<file path="config.mk">
export PLATFORM = sky130hd
export DESIGN_NAME = debug_display_scanner
export DESIGN_NICKNAME = d
export VERILOG_FILES = /design/src/rtl/debug_display_scanner.sv
export SDC_FILE = /design/constraint.sdc
export NUM_CORES = 1
export LEC_CHECK = 0
export BUFFER_PORTS_ARGS = -buffer_cell sky130_fd_sc_hd__clkbuf_2
export CELL_PAD_IN_SITES_DETAIL_PLACEMENT = 1
export CELL_PAD_IN_SITES_GLOBAL_PLACEMENT = 1
export CORE_MARGIN = 2
export CORE_UTILIZATION = 32
export DETAILED_ROUTE_END_ITERATION = 10
export GPL_ROUTABILITY_DRIVEN = 0
export PLACE_DENSITY = 0.93
export REMOVE_ABC_BUFFERS = 1
export SETUP_SLACK_MARGIN = 0.5
export SLEW_MARGIN = 10
export SYNTH_ARGS = -nofsm -noshare
export SYNTH_HDL_FRONTEND = slang
export SYNTH_SLANG_ARGS = --single-unit
</file>
<file path="constraint.sdc">
create_clock -name clk -period 4.7 [get_ports clk]
set_input_delay 0.705 -clock clk [delete_from_list [all_inputs] [get_ports clk]]
set_output_delay 0.705 -clock clk [all_outputs]
set_load 0.05 [all_outputs]
</file>
<file path="src/rtl/debug_display_scanner.sv">
// Debug display scanner: selects one probe word for the hex display, either by
// a manual one-hot select or by timed auto-scan, with a freeze mode and a change strobe.
module debug_display_scanner #(
  parameter int N_CH   = 8,
  parameter int DATA_W = 32,
  parameter int PC_W   = 8,
  parameter int IDX_W  = 4,
  parameter int DWELL  = 50000000,
  parameter int CNT_W  = 26
) (
  input  logic                     clk,
  input  logic                     rst,
  input  logic [N_CH*DATA_W-1:0]   ch_data,
  input  logic [PC_W-1:0]          pc,
  input  logic [N_CH-1:0]          sel_onehot,
  input  logic [1:0]               mode,
  output logic [IDX_W-1:0]         chan_idx,
  output logic [DATA_W-1:0]        nib_out,
  output logic [PC_W-1:0]          pc_out,
  output logic                     update,
  output logic                     sel_err
);

  localparam logic [1:0]       MODE_AUTO = 2'b01;
  localparam logic [1:0]       MODE_FRZ  = 2'b10;
  localparam logic [IDX_W-1:0] LAST_IDX  = IDX_W'(N_CH - 1);
  localparam logic [CNT_W-1:0] CNT_TERM  = CNT_W'(DWELL - 1);

  // Returns {exactly_one_bit_set, index_of_highest_set_bit}.
  function automatic logic [IDX_W:0] decode_onehot(input logic [N_CH-1:0] sel);
    logic [IDX_W-1:0] idx;
    int unsigned      hits;
    idx  = '0;
    hits = 32'd0;
    for (int k = 0; k < N_CH; k++) begin
      idx  = sel[k] ? IDX_W'(k) : idx;
      hits = hits + 32'(sel[k]);
    end
    return {(hits == 32'd1), idx};
  endfunction

  logic [IDX_W-1:0]  chan_idx_q, chan_idx_d;
  logic [DATA_W-1:0] nib_q, nib_d;
  logic [PC_W-1:0]   pc_q, pc_d;
  logic              update_q, update_d;
  logic              sel_err_q, sel_err_d;
  logic [CNT_W-1:0]  cnt_q, cnt_d;
  logic [1:0]        mode_q;

  logic [IDX_W:0]    dec_s;
  logic [CNT_W-1:0]  cnt_cur_s;
  logic [DATA_W-1:0] word_s;

  always_ff @(posedge clk or posedge rst) begin
    if (rst) begin
      chan_idx_q <= '0;
      nib_q      <= '0;
      pc_q       <= '0;
      update_q   <= 1'b0;
      sel_err_q  <= 1'b0;
      cnt_q      <= '0;
      mode_q     <= 2'b00;
    end else begin
      chan_idx_q <= chan_idx_d;
      nib_q      <= nib_d;
      pc_q       <= pc_d;
      update_q   <= update_d;
      sel_err_q  <= sel_err_d;
      cnt_q      <= cnt_d;
      mode_q     <= mode;
    end
  end

  // A fresh entry into auto-scan restarts the dwell count from zero.
  assign cnt_cur_s = (mode_q == MODE_AUTO) ? cnt_q : '0;
  assign dec_s     = decode_onehot(sel_onehot);

  always_comb begin
    chan_idx_d = chan_idx_q;
    cnt_d      = cnt_q;
    sel_err_d  = 1'b0;
    case (mode)
      MODE_AUTO: begin
        if (cnt_cur_s == CNT_TERM) begin
          cnt_d      = '0;
          chan_idx_d = (chan_idx_q == LAST_IDX) ? '0 : chan_idx_q + IDX_W'(1);
        end else begin
          cnt_d = cnt_cur_s + CNT_W'(1);
        end
      end
      MODE_FRZ: begin
        cnt_d = cnt_q;
      end
      default: begin
        cnt_d = '0;
        if (dec_s[IDX_W]) begin
          chan_idx_d = dec_s[IDX_W-1:0];
        end else begin
          sel_err_d = 1'b1;
        end
      end
    endcase
  end

  always_comb begin
    word_s = '0;
    for (int k = 0; k < N_CH; k++) begin
      word_s = (chan_idx_d == IDX_W'(k)) ? ch_data[k*DATA_W +: DATA_W] : word_s;
    end
  end

  // Freeze keeps every displayed value and suppresses the change strobe.
  always_comb begin
    if (mode == MODE_FRZ) begin
      nib_d    = nib_q;
      pc_d     = pc_q;
      update_d = 1'b0;
    end else begin
      nib_d    = word_s;
      pc_d     = pc;
      update_d = (chan_idx_d != chan_idx_q);
    end
  end

  assign chan_idx = chan_idx_q;
  assign nib_out  = nib_q;
  assign pc_out   = pc_q;
  assign update   = update_q;
  assign sel_err  = sel_err_q;

endmodule
</file>
==> results.json <==
{
  "drv_cap": 0,
  "syn_inst": 735,
  "clock_path_buffers": 2,
  "dp_hpwl_um": 21430,
  "fin_crit_ns": 4.744,
  "vias": 7615,
  "synth.ff_latch_count": 74,
  "critPathKind": "primary input to flip-flop",
  "antenna_left": 0,
  "worstSetupEndpointType": "flip-flop",
  "worst_slack_ns": -0.04428,
  "critPathTopFamily": "adder cells",
  "start_util_pct": 32.83,
  "cts_buffers": 9,
  "insertion_delay_ns": 0.34,
  "route.detailed.drc": 0,
  "grt_max_degree": 52,
  "yosysSeqAreaShare_pct": 31.18,
  "finalHoldViolCount": 0,
  "violations": "setup timing",
  "die-area_um2": 19660,
  "synth_top_cell_area_share_pct": 31.18,
  "synth_warnings": 0,
  "total_power_w": 0.004639,
  "synth_largest_area_cell": "dfrtp_1",
  "ys_async_sr_fraction_pct": 100.0,
  "tritoncts": "done",
  "fin_skew_ns": 0.01150,
  "area_delta_synth_final_pct": 52.74,
  "layout.nets": 1384,
  "grt_pass1_vias": 8248,
  "rows": 49,
  "gr-total-overflow": 0,
  "drive_gt1_share_pct": 44.81,
  "grtUsageTotal_pct": 28.72,
  "drt_iter0_drc": 404,
  "final_max_slew_viol_count": 0,
  "detail_route.wl_per_cell_um": 21.99,
  "clk_pin_slew_worst_paths_ns": 0.06,
  "syn_area_um2": 5938,
  "htreeDepth": 3,
  "worstPathRequired_ns": 4.97,
  "crit_path_top_delay_cell": "fa_1",
  "vdd_drop_max_v": 0.0002109,
  "viasPerCell": 5.730,
  "start_kind": "primary input",
  "power_density_nw_per_um2": 511.4,
  "crit_chain": "buf_8, inv_4, fa_1, fa_1, fa_1, inv_1, ha_2, inv_2, fa_1, nand2_2, a21oi_4, buf_6, a21oi_4, a221oi_4, buf_6, buf_16, buf_8, nor2_4, buf_12, buf_12, a32oi_2, a32o_1",
  "dieWidth_um": 140.2,
  "placed_area_um2": 8175,
  "cpPeakStageDelay_ns": 0.57,
  "dieHeight_um": 140.2,
  "relSlewSlack_pct": 34.31,
  "root_buffer": "clkbuf_16",
  "synth_edf_count": 0,
  "p_leak_nw": 4.367,
  "drt-total-wl_um": 29220,
  "synth.top_cells.by_area": "dfrtp_1 31%, nand2_1 12%, mux2i_1 8.4%",
  "path_buf_inv": 10,
  "synth.avg_cell_area_um2": 8.079,
  "rsz0062_at_grt": "true",
  "status": "finished, violations left",
  "synth_ff_type": "dfrtp_1",
  "ioPinCount": 322,
  "core_um2": 18090,
  "first_pass_iters": 5,
  "grt_antenna_before_repair": 2,
  "fmax_ghz": 0.2108,
  "critPathMostFrequentCell": "fa_1",
  "cp_max_fo": 7,
  "min-delay-path-class": "flip-flop to flip-flop",
  "grt_pass1_wl_um": 44190,
  "synth_cell_types": 72,
  "cts_sinks": 74,
  "setup_viol": 10,
  "worst_pin_slew_ns": 0.9842,
  "cp.arrival_ns": 5.01,
  "finalInstanceArea_um2": 9070,
  "io_buffers": 321,
  "finalCritPeriodShare_pct": 100.9
}
[per-layer routing]
metal	vias to the layer above	part of all wire, %	track usage [%]
li1	3418	-	-
met1	3735	38	32.68
met2	369	52	52.32
met3	93	5.9	5.402
met4	0	4.4	12.60
met5	-	0	0
[flip-flops by register name, summed over array words and instances, names as in the netlist]
name / flops
cnt_q: 26
nib_out: 32
chan_idx: 4
mode_q: 2
update: 1
pc_out: 8
sel_err: 1
[worst register-to-register path, cell delays in order, from the launching register on]
cell and delay (ns):
dfrtp_1 0.39, nor2b_1 0.15, buf_4 0.26, nand2_1 0.15, inv_1 0.12, ha_1 0.23, nand3_1 0.23, nor4_2 0.68
a31oi_1 0.27, a221oi_4 0.39, buf_6 0.17, buf_16 0.13, buf_8 0.11, nor2_4 0.05, buf_12 0.14, buf_12 0.13
a32oi_2 0.20, a32o_1 0.20
[Yosys cell counts (16+ instances only)]
library cell	instances
mux2i_1	50
a21oi_1	16
a32oi_1	27
dfrtp_1	74
o21ai_0	31
a31oi_1	32
nor2_1	31
a32o_1	22
nand2_1	189
nand3_1	42
clkbuf_1	19
buf_2	20
inv_1	30
[metrics by stage]
stage                     hold WS (ns)  TNS, ns  cells  setup slack (ns)  utilization [%]
after floorplan                 0.4454   -74.33    681            -2.246                -
after CTS                       0.4837  -0.2459   1326          -0.03441            49.21
after global placement          0.4699   -14.08   1297           -0.5188            45.20
after detailed placement        0.4743   -20.51   1297           -0.7199            45.20
final                           0.4812  -0.2109   1329          -0.04428            50.15
after global routing            0.5061   -2.488   1329           -0.1442            50.15
[placed cells by master, fill, tap and decap left out, types with 9 or more instances in the layout]
master and instances:
a32oi_1 21, nand2_1 183, a31oi_1 31, buf_12 14
dfrtp_1 74, clkbuf_2 318, nor2_1 31, o21ai_0 31
a32o_1 22, buf_6 21, mux2i_1 43, nand3_1 38
buf_4 42, clkbuf_16 9, inv_1 25, a21oi_1 13
[layout make-up]
cell class,count,area (um2)
inverter,32,131.4
clock buffer,12,266.5
multi-input combinational,575,3901
sequential,74,1852
timing repair buffer,404,2621
antenna,2,5.005
tap,229,286.5
fill,2266,9016
timing repair inverter,1,6.256
[final timing paths]
check                              start  slack [ns]  cells past startpoint     endpoint
max in group asynchronous            rst        3.25                      3    cnt_q[14]
hold / removal                 cnt_q[15]        0.48                      1    cnt_q[15]
min in group asynchronous            rst        0.55                      2    pc_out[1]
setup / recovery           sel_onehot[0]       -0.04                     22  nib_out[13]
setup reg to reg               mode_q[0]        0.65                     17  nib_out[13]
hold reg to reg                cnt_q[15]        0.48                      1    cnt_q[15]
[what timing repair did]
item	CTS	global route
hold buffers	0	0
gates cloned	6	0
resized for setup	62	36
setup endpoints to repair	34	35
setup buffers	11	1
pin swaps	36	11
[logic make-up after synthesis]
group,share of synthesized area [%]
AND/OR/NAND/NOR,24.57
AO/OA/AOI/OAI,22.92
buffers and inverters,7.291
flip-flops,31.18
multiplexers,10.32
adder cells (fa/ha/maj),2.823
XOR/XNOR,0.8849
[report_power, final]
part           internal [W]  switching (W)
combinational       0.00122        0.00184
clock              0.000389       0.000264
sequential         0.000802       0.000121
Power figures use the tool's default switching activity.
